<file path="src/rtl/sc_outport_bcd_display.sv">
// rtl/sc_outport_bcd_display.sv - output-port to five-digit seven-segment display
// Sequential double-dabble conversion (one bit per clock) feeding registered active-low segment drivers.
module sc_outport_bcd_display #(
  parameter int DATA_W   = 16,
  parameter int DIGITS   = 5,
  parameter int BLANK_LZ = 1
) (
  input  logic        clock,
  input  logic        reset,
  input  logic [31:0] port_in,
  output logic [6:0]  hex0,
  output logic [6:0]  hex1,
  output logic [6:0]  hex2,
  output logic [6:0]  hex3,
  output logic [6:0]  hex4,
  output logic        busy,
  output logic        valid
);

  localparam int CNT_W = $clog2(DATA_W + 1);
  localparam int BCD_W = 4 * DIGITS;

  typedef enum logic [1:0] {S_IDLE, S_CONV, S_LOAD} state_t;

  state_t                  state_q, state_d;
  logic [DATA_W-1:0]       cap_q, cap_d;
  logic [DATA_W-1:0]       sh_q, sh_d;
  logic [BCD_W-1:0]        bcd_q, bcd_d;
  logic [BCD_W-1:0]        bcd_adj;
  logic [CNT_W-1:0]        cnt_q, cnt_d;
  logic                    pend_q, pend_d;
  logic                    valid_q, valid_d;
  logic [DIGITS-1:0][6:0]  hex_q, hex_d;
  logic [DATA_W-1:0]       port_lo;
  logic                    start;
  logic                    nz;
  logic [3:0]              digit;
  logic                    unused_port_hi;

  assign port_lo        = port_in[DATA_W-1:0];
  assign unused_port_hi = ^port_in[31:DATA_W];
  assign start          = pend_q || (port_lo != cap_q);

  function automatic logic [6:0] seg7(input logic [3:0] d);
    case (d)
      4'd0:    seg7 = 7'h40;
      4'd1:    seg7 = 7'h79;
      4'd2:    seg7 = 7'h24;
      4'd3:    seg7 = 7'h30;
      4'd4:    seg7 = 7'h19;
      4'd5:    seg7 = 7'h12;
      4'd6:    seg7 = 7'h02;
      4'd7:    seg7 = 7'h78;
      4'd8:    seg7 = 7'h00;
      4'd9:    seg7 = 7'h10;
      default: seg7 = 7'h7F;
    endcase
  endfunction

  always_ff @(posedge clock) begin
    if (reset) begin
      state_q <= S_IDLE;
      cap_q   <= '0;
      sh_q    <= '0;
      bcd_q   <= '0;
      cnt_q   <= '0;
      pend_q  <= 1'b1;
      valid_q <= 1'b0;
      hex_q   <= {DIGITS{7'h7F}};
    end else begin
      state_q <= state_d;
      cap_q   <= cap_d;
      sh_q    <= sh_d;
      bcd_q   <= bcd_d;
      cnt_q   <= cnt_d;
      pend_q  <= pend_d;
      valid_q <= valid_d;
      hex_q   <= hex_d;
    end
  end

  always_comb begin
    state_d = state_q;
    unique case (state_q)
      S_IDLE:  if (start) state_d = S_CONV;
      S_CONV:  if (cnt_q == CNT_W'(1)) state_d = S_LOAD;
      S_LOAD:  state_d = S_IDLE;
      default: state_d = S_IDLE;
    endcase
  end

  // Add-3 correction applied before each shift so every nibble stays a valid decimal digit.
  always_comb begin
    bcd_adj = bcd_q;
    for (int k = 0; k < DIGITS; k++) begin
      if (bcd_q[4*k +: 4] >= 4'd5) bcd_adj[4*k +: 4] = bcd_q[4*k +: 4] + 4'd3;
    end
  end

  always_comb begin
    cap_d   = cap_q;
    sh_d    = sh_q;
    bcd_d   = bcd_q;
    cnt_d   = cnt_q;
    pend_d  = pend_q;
    valid_d = valid_q;
    hex_d   = hex_q;
    nz      = 1'b0;
    digit   = 4'd0;
    unique case (state_q)
      S_IDLE: begin
        if (start) begin
          cap_d  = port_lo;
          sh_d   = port_lo;
          bcd_d  = '0;
          cnt_d  = CNT_W'(DATA_W);
          pend_d = 1'b0;
        end
      end
      S_CONV: begin
        bcd_d = {bcd_adj[BCD_W-2:0], sh_q[DATA_W-1]};
        sh_d  = {sh_q[DATA_W-2:0], 1'b0};
        cnt_d = cnt_q - 1'b1;
      end
      S_LOAD: begin
        valid_d = 1'b1;
        // Walk from the most significant digit so nz marks "a nonzero digit at or above k".
        for (int k = DIGITS - 1; k >= 0; k--) begin
          digit = bcd_q[4*k +: 4];
          nz    = nz | (digit != 4'd0);
          if (BLANK_LZ != 0 && k != 0 && !nz) hex_d[k] = 7'h7F;
          else                                hex_d[k] = seg7(digit);
        end
      end
      default: ;
    endcase
  end

  always_comb begin
    busy = (state_q == S_CONV);
  end

  assign valid = valid_q;
  assign hex0  = hex_q[0];
  assign hex1  = hex_q[1];
  assign hex2  = hex_q[2];
  assign hex3  = hex_q[3];
  assign hex4  = hex_q[4];

endmodule
</file>
<file path="config.mk">
export PLATFORM = sky130hd
export DESIGN_NAME = sc_outport_bcd_display
export DESIGN_NICKNAME = d
export VERILOG_FILES = /design/src/rtl/sc_outport_bcd_display.sv
export SDC_FILE = /design/constraint.sdc
export NUM_CORES = 1
export LEC_CHECK = 0
export BUFFER_PORTS_ARGS = -buffer_cell sky130_fd_sc_hd__buf_2
export CAP_MARGIN = 20
export CORE_MARGIN = 2
export CORE_UTILIZATION = 60
export CTS_CLUSTER_DIAMETER = 60
export DETAILED_ROUTE_END_ITERATION = 10
export PLACE_DENSITY = 0.82
export SYNTH_ARGS = -nofsm -noshare
export SYNTH_HDL_FRONTEND = slang
export SYNTH_SLANG_ARGS = --single-unit
</file>
<file path="constraint.sdc">
create_clock -name clock -period 4.9 [get_ports clock]
set_input_delay 0.735 -clock clock [delete_from_list [all_inputs] [get_ports clock]]
set_output_delay 0.735 -clock clock [all_outputs]
set_load 0.03 [all_outputs]
</file>
== After elaboration in Yosys (flattened, before gate mapping) ==
Memories as Yosys holds them, arrays and structs flattened. A register that Yosys moved wholly into a read port is not among the register bits.
Index checks and enable logic that the tools add are counted.
Word-level totals
  register bits: 89
  memory bits (read-only): 560
  bits of input ports: 34
  output and inout bits: 37
  memories kept: 5
Memories
  (name not given): depth 16, width 7, read ports 1, clocked after Yosys merged registers in 1, write ports 0, line 45  | case (d)
  (name not given): depth 16, width 7, read ports 1, clocked after Yosys merged registers in 1, write ports 0, line 45
  (name not given): depth 16, width 7, read ports 1, clocked after Yosys merged registers in 1, write ports 0, line 45
  (name not given): depth 16, width 7, read ports 1, clocked after Yosys merged registers in 1, write ports 0, line 45
  (name not given): depth 16, width 7, read ports 1, clocked after Yosys merged registers in 1, write ports 0, line 45
Operators by class
  add/sub/neg operators: 6
  $lt $le $gt $ge: 5
  equal/unequal tests: 6
  multiplexer cells: 26
  bitwise logic cells: 3
  reduce and logical (&&, ||, !) cells: 10
Operators by type and width (number)
  $mux 4: 12
  $pmux 20 s2: 1
  $pmux 16 s2: 1
  $mux 7: 4
  $ge 4x3->1 const B: 5
  $mux 20: 1
  $add 4x2->4 const B: 4
  $mux 16: 1
  $ne 16x16->1: 1
  $reduce_bool 4->1: 4
  $pmux 5 s2: 1
  $reduce_and 2->1: 3
  $eq 5x1->1 const B: 1
  $mux 5: 1
  $sub 5x1->5 const B: 1
  $mux 2: 2
  $pmux 2 s2: 1
  $add 3x2->3 const B: 1
  $mux 3: 1
  $or 1x1->1: 3
  $eq 2x1->1 const B: 1
  $eq 2x2->1 const B: 1
  $logic_not 2->1: 1
  $ne 2x1->1 const B: 1
  other kinds (3): 3

== Logic depth before layout (Yosys ltp) ==
Gate-level depths: netlist (run 1).
  depth in word-level cells: 6
  depth in mapped cells: 13

== Worst setup path after synthesis (run 1) ==
No wires, ideal clock.
  kind: input to register
  start point: in port_in[5]
  end point: reg with a tool-made name
  setup time: 0.134 ns
  data arrival time: 2.753 ns
  data required time: 4.766 ns
  path slack: 2.013 ns
  cell stages on the path: 12
  path buffers: 2
  path through: xnor2_1 -> o221ai_1 -> nor4_4 -> a31o_1 -> buf_4 -> buf_6 -> nand2_1 -> a21oi_1 -> inv_1 -> ha_1 -> a32oi_1 -> o211ai_1
RTL lines
  start, declared: line 10  | input logic [31:0] port_in,

== Worst setup path in the final report (run 1) ==
  start point: reg state_q[1]
  end point: out busy
Between the ends
  word-level cells in the longest chain between the ends: 1
RTL lines
  start, declared: line 25  | state_t state_q, state_d;
  start signal, assigned: line 71  | state_q <= state_d;
  $eq 2x1->1: line 140  | busy = (state_q == S_CONV);
  end, declared: line 16  | output logic busy,
Every way passes these cells.

==> results of run 1 <==
report_power, final:
group | leakage, uW | switching, uW | internal [uW]
logic | 0.00148 | 106 | 54.0
clock network | 0.000298 | 469 | 826
registers | 0.00101 | 23.4 | 1040
layout make-up:
type                       count  area [um2]  area share
multi-input combinational    483        3098      0.4554
sequential                   124        2482      0.3649
clock buffer                  17       414.1     0.06088
timing repair buffer          61       322.8     0.04745
clock inverter                14       195.2     0.02869
tap                          133       166.4     0.02446
inverter                      33       123.9     0.01821
worst max-delay path by stage:
stage | from | to | slack (ns) | cells past startpoint
finish | state_q[1] | busy | 1.15 | 5
CTS | state_q[1] | busy | 1.16 | 5
global placement | port_in[5] | register | 1.25 | 13
floorplan | port_in[5] | register | 2.01 | 12
global route | state_q[1] | busy | 0.88 | 5
detailed placement | port_in[5] | register | 1.21 | 13
per-layer routing:
metal  vias up  part of all wire
met4         0             0.015
met2       173              0.51
met5         -                 0
met3        18             0.055
li1       2498                 -
met1      2415              0.42
layout by cell type (no fill, tap or decap), types with 12 or more instances in the layout:
| master | netlist | final |
|---|---|---|
| sky130_fd_sc_hd__o21ai_0 | 38 | 38 |
| sky130_fd_sc_hd__nor3_1 | 15 | 15 |
| sky130_fd_sc_hd__inv_1 | 33 | 33 |
| sky130_fd_sc_hd__o22ai_1 | 23 | 23 |
| sky130_fd_sc_hd__a222oi_1 | 16 | 16 |
| sky130_fd_sc_hd__nand2b_1 | 12 | 12 |
| sky130_fd_sc_hd__clkbuf_16 | 0 | 16 |
| sky130_fd_sc_hd__nand3_1 | 12 | 12 |
| sky130_fd_sc_hd__nor2_1 | 68 | 67 |
| sky130_fd_sc_hd__a21oi_1 | 45 | 45 |
| sky130_fd_sc_hd__buf_2 | 6 | 54 |
| sky130_fd_sc_hd__nand2_1 | 84 | 84 |
| sky130_fd_sc_hd__ha_1 | 38 | 38 |
| sky130_fd_sc_hd__dfxtp_1 | 124 | 124 |
critical path, cell delays in order, from the launching register on:
cell and delay [ns]:
sky130_fd_sc_hd__dfxtp_1 0.76, sky130_fd_sc_hd__inv_1 0.16, sky130_fd_sc_hd__nand2_1 0.51, sky130_fd_sc_hd__inv_1 0.52, sky130_fd_sc_hd__buf_4 0.35, sky130_fd_sc_hd__buf_2 0.19
metrics by stage:
stage               power [uW]  instance area [um2]  hold WS, ns
finish                    2516                 6803       0.4408
global route              2600                 6803       0.4583
CTS                       2520                 6795       0.4433
detailed placement        1236                 6186       0.4273
global placement          1228                 6186       0.4195
floorplan                 1192                 5882       0.4179
kinds of logic after synthesis:
group / Yosys count / share of synthesized area
xor gates and xnor gates: 19 / 0.02829
DFF: 124 / 0.4220
muxes: 12 / 0.02148
AOI/OAI and AO/OA: 188 / 0.2172
and+or+nand+nor: 226 / 0.1785
adders and majority gates: 38 / 0.08083
buffers and inverters: 72 / 0.05169
==> impl_metrics.yaml, run 1 <==
outcome:
  outcome: "finished, final reports clean"
clock_tree:
  insertion_delay_ns: 0.52
  cts.repair_timing.setup_buffer_count: 0
  cts-buffers-inserted: 17
  clock-root-buffer: "sky130_fd_sc_hd__clkbuf_8"
  cts_sinks: 124
  cts_tree: "yes"
  clkTransAtPathRegs_ns: 0.06
  cts_htree_levels: 4
  post_cts_resize_count: 0
  max-clock-path-buffers: 2
  cts-hold-fix-buffers: 0
grt:
  grt.met3_usage: 0.06034
  grt_util_met2: 0.4451
  grt_pass1_wl_mm: 21.83
  grt_start_max_net_pins: 75
  overflow: 0
  global_route.usage.total: 0.2614
  grtUsageMet1: 0.3235
  antenna_found_initial: 0
  grt_pass1_vias: 4659
  grt.busiest_layer: "met2"
timing:
  worst_clock_skew_on_the_final_layout_ns: 0.009741
  max_slew.worst_pin.slew_ns: 1.057
  fin_tns_setup_ns: 0
  timing.final.setup_violations: 0
  clock.fmax_ghz: 0.2664
  setup_repair_after_global_routing_missed_its_margin: "no"
  min_period_ns: 3.753
  final-max-slew-violation-count: 0
  timing_hold_violations_final: 0
  relSlewSlack: 0.2945
  postLayoutSetupSlackWorst_ns: 1.147
  layout_worst_path_cycle_share: 0.7660
logic_synthesis:
  synth_common_cells: "sky130_fd_sc_hd__dfxtp_1, sky130_fd_sc_hd__nand2_1, sky130_fd_sc_hd__nor2_1, sky130_fd_sc_hd__a21oi_1"
  synth_fp_nets: 751
  synth_top_cells_by_area: "sky130_fd_sc_hd__dfxtp_1, sky130_fd_sc_hd__ha_1, sky130_fd_sc_hd__nand2_1"
  synth_seq_area_share: 0.4220
  synth_largest_area_cell: "sky130_fd_sc_hd__dfxtp_1"
  ys.warnings.count: 0
  register_bit_count_reported_by_yosys: 124
  avgSynthCellArea_um2: 8.663
  number_of_synthesized_flops_with_an_enable_pin: 0
  async_flop_share: 0
  postSynthCellCount: 679
  post_synth_instance_area_um2: 5882
  synthDistinctLibCells: 62
  synth_top_area_share: 0.4220
  synth_ff_type: "sky130_fd_sc_hd__dfxtp_1"
  post-synth-top-count-cell: "sky130_fd_sc_hd__dfxtp_1"
setup_path:
  ff2ff_setup_slack_ns: 1.50
  worst_reg2reg_path_depth: 12
  start_kind: "register"
  crit_path_end_kind: "output port"
  crit_arrival_ns: 3.02
  crit_type: "reg2out"
  worst-path-max-fanout: 19
  worst-endpoint-required_ns: 4.16
  rr_startpoint: "cap_q[3]"
detailed_routing:
  antenna_violating_nets_post_route: 0
  route.final.wire_length_mm: 13.41
  drtPass1Iterations: 7
  wl_per_cell_um: 15.51
  overall_via_count_from_detail_route: 5104
  remaining_drc_errors: 0
  drt_iter0_drc: 327
  post_drt_via_cell_ratio: 5.901
final_layout:
  final-instance-count-excl-fill: 865
  num_antenna_cells: 0
  layout-area-overhead-vs-synth_pct: 15.66
  n_fill_cell: 736
  final_layout_size_suffix_gt1_frac: 0.1516
  nNetsFinal: 792
  final_util: 0.7057
placed_design:
  place.detailed.instances: 833
  port_buffers: 54
  place_worst_setup_slack_ns: 1.205
  place_congestion: 0.8615
  dp.final_hpwl_mm: 8.301
worst_hold_path:
  timing.hold.worst_path_depth: 2
  hold_class: "reg2reg"
  hold_end: "hex2[4]"
floorplan:
  dieArea_um2: 10610
  floorplan.initialDensity: 0.6102
  core_rows: 36
  die_width_um: 103.0
  die_h_um: 103.0
  core_area_um2: 9639
  boundaryPins: 71
job:
  drv.max_cap_violation_count: 0
power:
  power_density_nw_per_um2: 369.9
  power.static_leakage_uw: 0.002784
  peakVddDrop_mv: 0.2926
Note: power is estimated with default switching activity, not from simulation.
==> inputs of run 2 (changes only) <==
Settings changed: CORE_UTILIZATION 60 to 53, PLACE_DENSITY 0.82 to 0.77.
Clock period 4.9 ns to 3.4 ns, I/O delays scaled along.
==> run 2 against run 1 <==
Effect of this change:
- first-iteration DRC count grew 4.3%
- non-clock buffer count grew 13
- die area grew 13%
- routed wire length shrank 3.5%
==> impl_metrics.yaml, run 2 (synthesis gave the netlist of run 1 again) <==
timing:
  setup_repair_after_global_routing_missed_its_margin: "no"
  fin_tns_setup_ns: 0
  max_slew.worst_pin.slew_ns: 0.9797
  worst_clock_skew_on_the_final_layout_ns: 0.008455
  layout_worst_path_cycle_share: 0.8396
  timing_hold_violations_final: 0
  final-max-slew-violation-count: 0
  clock.fmax_ghz: 0.3503
  timing.final.setup_violations: 0
  min_period_ns: 2.854
  relSlewSlack: 0.3469
  postLayoutSetupSlackWorst_ns: 0.5455
final_layout:
  final-instance-count-excl-fill: 886
  final_layout_size_suffix_gt1_frac: 0.1676
  nNetsFinal: 805
  layout-area-overhead-vs-synth_pct: 18.51
  mostFrequentLayoutCell: "sky130_fd_sc_hd__dfxtp_1"
  num_antenna_cells: 0
  mostFrequentLayoutCells: "sky130_fd_sc_hd__dfxtp_1, sky130_fd_sc_hd__nand2_1, sky130_fd_sc_hd__nor2_1, sky130_fd_sc_hd__buf_2, sky130_fd_sc_hd__a21oi_1"
  final_util: 0.6430
grt:
  overflow: 0
  grt_pass1_vias: 4931
  grt_pass1_wl_mm: 22.45
  grt_start_max_net_pins: 38
  antenna_found_initial: 0
  global_route.usage.total: 0.2385
setup_path:
  worst-endpoint-required_ns: 2.89
  slowest_delay_ns: 0.45
  worst-path-max-fanout: 23
  timing.critical_path.slowest_stage_cell: "sky130_fd_sc_hd__inv_1"
  critical_path.cell_chain: "buf_4 -> nand2_1 -> inv_1 -> buf_4 -> buf_2"
  start_kind: "register"
  crit_path_end_kind: "output port"
  crit_type: "reg2out"
  crit_path_frequent_cell: "sky130_fd_sc_hd__buf_4"
  crit_arrival_ns: 2.34
floorplan:
  die_h_um: 109.3
  core_area_um2: 10840
  die_width_um: 109.3
  core_rows: 38
  boundaryPins: 71
  floorplan.initialDensity: 0.5426
  dieArea_um2: 11960
power:
  power.clock.fraction: 0.535
  power.static_leakage_uw: 0.002879
  power_density_nw_per_um2: 544.3
  p_comb_frac: 0.064
  switching_power_uw: 821.5
  cellInternalPower_uw: 2972
  power.share.sequential: 0.402
  power.switching_fraction: 0.2165
  peakVddDrop_mv: 0.5392
placed_design:
  port_buffers: 54
  place.detailed.instances: 854
  place_worst_setup_slack_ns: 0.3278
  dp.final_hpwl_mm: 8.917
  place_congestion: 0.8579
clock_tree:
  clock-root-buffer: "sky130_fd_sc_hd__clkbuf_8"
  clkTransAtPathRegs_ns: 0.06
  cts_tree: "yes"
  insertion_delay_ns: 0.53
  max-clock-path-buffers: 2
  post_cts_resize_count: 0
  cts.repair_timing.setup_buffer_count: 0
  cts_sinks: 124
  cts-hold-fix-buffers: 0
  cts-buffers-inserted: 17
  cts_htree_levels: 4
detailed_routing:
  route.final.wire_length_mm: 12.95
  drtPass1Iterations: 6
  overall_via_count_from_detail_route: 5052
  drt_iter0_drc: 341
  wl_per_cell_um: 14.62
  post_drt_via_cell_ratio: 5.702
  remaining_drc_errors: 0
  antenna_violating_nets_post_route: 0
job:
  drv.max_cap_violation_count: 0
outcome:
  outcome: "finished, final reports clean"
worst_hold_path:
  hold_class: "in2reg"
## run 2: final cells by class
cell class | instances | area (um2)
multi-input cells | 483 | 3098
clock inverters | 12 | 215.2
well taps | 140 | 175.2
flip-flops and latches | 124 | 2482
inverters | 33 | 123.9
fillers | 870 | 3870
repair buffers | 74 | 420.4
clock buffers | 20 | 455.4
## run 2: metrics by stage
stage	instance area, um2	power (uW)	hold WS [ns]
6_report	6970	3794	0.2488
5_1_grt	6970	3921	0.2381
2_1_floorplan	5882	1718	0.4179
3_3_place_gp	6300	1781	0.4190
3_5_place_dp	6300	1793	0.4304
4_1_cts	6970	3823	0.2247
## run 2: per-layer routing
| layer | global-route usage | share of wire |
|---|---|---|
| met5 | 0 | 0 |
| met4 | 0.1004 | 0.020 |
| met3 | 0.05631 | 0.051 |
| met2 | 0.4123 | 0.49 |
| met1 | 0.2829 | 0.43 |
## run 2: worst max-delay path: cells and delay by family (launching register included)
kind | cells | cell delay, ns
and+or+nand+nor | 1 | 0.23
DFF | 1 | 0.33
buffers and inverters | 4 | 1.24
## run 2: worst paths after layout
path / startpoint / endpoint / slack [ns] / depth (start not counted)
setup reg to reg: bcd_q[13] / register / 0.58 / 10
setup / recovery: state_q[0] / busy / 0.55 / 5
hold / removal: port_in[2] / cap_q[2] / 0.25 / 3
hold reg to reg: register / hex4[0] / 0.44 / 2
## run 2: power by group through the flow
stage / logic, uW / registers, uW / clock network (uW)
finish: 241 / 1520 / 2030
global route: 271 / 1530 / 2120
CTS: 241 / 1520 / 2060
detailed placement: 240 / 1550 / 0
global placement: 229 / 1550 / 0
floorplan: 168 / 1550 / 0
==> inputs of run 3 (changes only) <==
Clock period 3.4 ns to 2.48 ns, I/O delays scaled along.
==> run 3 against run 2 <==
Effect of this change:
- the flow now finishes with violations (setup timing)
- power increased by 20%
- non-clock buffer count is 49 higher
- die area is the same
- critical path type is now reg2reg
- largest power group is now sequential cells
==> impl_metrics.yaml, run 3 (synthesis gave the netlist of run 1 again) <==
clock_tree:
  max-clock-path-buffers: 2
  clock-root-buffer: "sky130_fd_sc_hd__clkbuf_8"
  cts-buffers-inserted: 17
  cts_htree_levels: 4
  cts_sinks: 124
  cts_tree: "yes"
  insertion_delay_ns: 0.54
  clkTransAtPathRegs_ns: 0.05
  cts-hold-fix-buffers: 0
timing:
  fin_tns_setup_ns: -0.004032
  relSlewSlack: 0.5875
  max_slew.worst_pin.slew_ns: 0.6188
  finalHoldWorstSlack_ns: 0.1080
  setup_repair_after_global_routing_missed_its_margin: "yes"
  timing_hold_violations_final: 0
  worst_clock_skew_on_the_final_layout_ns: 0.009174
  postLayoutSetupSlackWorst_ns: -0.004032
  timing.final.setup_violations: 1
  layout_worst_path_cycle_share: 1.002
  min_period_ns: 2.484
  final-max-slew-violation-count: 0
  clock.fmax_ghz: 0.4026
setup_path:
  rr_startpoint: "cap_q[3]"
  slowest_delay_ns: 0.35
  timing.critical_path.slowest_stage_cell: "sky130_fd_sc_hd__a222oi_1"
  start_kind: "register"
  critical_path.cell_chain: "inv_2 -> a222oi_1 -> buf_4 -> and4b_1 -> a31o_1 -> buf_6 -> a22oi_4 -> nor2_2 -> buf_4 -> ha_4 -> inv_2 -> mux2_2 -> o21bai_1"
  worst_reg2reg_path_depth: 13
  worst-endpoint-required_ns: 2.94
  crit_arrival_ns: 2.94
  ff2ff_setup_slack_ns: -0.004
  crit_type: "reg2reg"
  worst-path-max-fanout: 3
  crit_path_end_kind: "register"
final_layout:
  final_layout_size_suffix_gt1_frac: 0.2604
  mostFrequentLayoutCells: "sky130_fd_sc_hd__dfxtp_1, sky130_fd_sc_hd__nand2_1, sky130_fd_sc_hd__buf_4, sky130_fd_sc_hd__nor2_1, sky130_fd_sc_hd__buf_2"
  nNetsFinal: 854
  layout-area-overhead-vs-synth_pct: 25.57
  num_antenna_cells: 0
  n_fill_cell: 836
  mostFrequentLayoutCell: "sky130_fd_sc_hd__dfxtp_1"
  final-instance-count-excl-fill: 931
worst_hold_path:
  timing.hold.worst_path_depth: 3
  hold_class: "in2reg"
  hold_path_startpoint: "port_in[14]"
  hold_end: "cap_q[14]"
detailed_routing:
  route.final.wire_length_mm: 14.16
  remaining_drc_errors: 0
  drtPass1Iterations: 9
  antenna_violating_nets_post_route: 0
  overall_via_count_from_detail_route: 5317
  post_drt_via_cell_ratio: 5.711
  wl_per_cell_um: 15.21
  drt_iter0_drc: 355
placed_design:
  place_congestion: 0.9195
  dp.final_hpwl_mm: 9.455
  place.detailed.instances: 898
  port_buffers: 54
grt:
  overflow: 0
  grt_pass1_vias: 5107
  antenna_found_initial: 0
  grt_start_max_net_pins: 75
  grt_pass1_wl_mm: 22.58
  global_route.usage.total: 0.2392
job:
  drv.max_cap_violation_count: 0
floorplan:
  die_h_um: 109.3
  dieArea_um2: 11960
  boundaryPins: 71
  die_width_um: 109.3
  core_rows: 38
  floorplan.initialDensity: 0.5426
  core_area_um2: 10840
outcome:
  violations_in_the_final_reports: "setup timing"
  outcome: "complete, but fails checks"
power:
  power_density_nw_per_um2: 616.5
  peakVddDrop_mv: 0.4809
  power.static_leakage_uw: 0.003037
==> run 3: cell count changes in the layout (fill, tap and decap cells not counted), moves of 7 or more <==
cell / delta
sky130_fd_sc_hd__buf_4: +44
sky130_fd_sc_hd__ha_1: -12
sky130_fd_sc_hd__inv_1: -8
sky130_fd_sc_hd__inv_2: +8
sky130_fd_sc_hd__ha_2: +7
==> run 3: final cells by class <==
type,count,area [um2],area share
multi-input combinational,483,3298,0.4466
sequential,124,2484,0.3363
timing repair buffer,123,815.8,0.1105
clock buffer,25,474.2,0.06420
tap,140,175.2,0.02372
inverter,33,123.9,0.01677
clock inverter,3,15.01,0.002033
==> run 3: worst max-delay path, delay by kind of cell, from the launching register on <==
kind	cells	cell delay, ns
buf+inv	5	0.56
simple gates	2	0.35
flops	1	0.33
mux	1	0.27
compound gates	4	0.77
fa+ha+maj	1	0.12
==> run 3: through the flow <==
step / utilization / setup slack (ns) / instance area [um2] / total power, uW
floorplan: - / 0.01882 / 5886 / 2356
global placement: 0.6131 / -0.1096 / 6646 / 2470
detailed placement: 0.6131 / -0.1813 / 6646 / 2486
CTS: 0.6627 / 0.0001734 / 7184 / 4562
global route: 0.6813 / -0.1544 / 7386 / 4697
finish: 0.6813 / -0.004032 / 7386 / 4553
==> run 3: layer usage <==
metal	vias to the layer above	track usage	part of all wire
li1	2612	-	-
met1	2541	0.2655	0.42
met2	135	0.4277	0.52
met3	29	0.05868	0.043
met4	0	0.1121	0.023
met5	-	0	0
==> run 3: worst max-delay path by stage <==
| stage | startpoint | to | slack (ns) | cells past startpoint |
|---|---|---|---|---|
| detailed placement | port_in[1] | register | -0.18 | 10 |
| CTS | cap_q[3] | register | 0.0002 | 12 |
| finish | cap_q[3] | register | -0.004 | 13 |
| global route | cap_q[3] | register | -0.15 | 14 |
| global placement | port_in[1] | register | -0.11 | 10 |
| floorplan | port_in[1] | register | 0.02 | 13 |
==> run 3: power breakdown <==
part	switching (uW)	internal, uW	leakage (uW)	total, uW
clock network	809	1280	0.000244	2090
registers	38.3	2050	0.00101	2090
logic	232	145	0.00178	376
==> run 3: repair_timing <==
item,4_1_cts,5_1_grt
endpoints found under the setup margin,12,25
buffers inserted,2,3
pin swaps,5,19
resized for setup,10,48
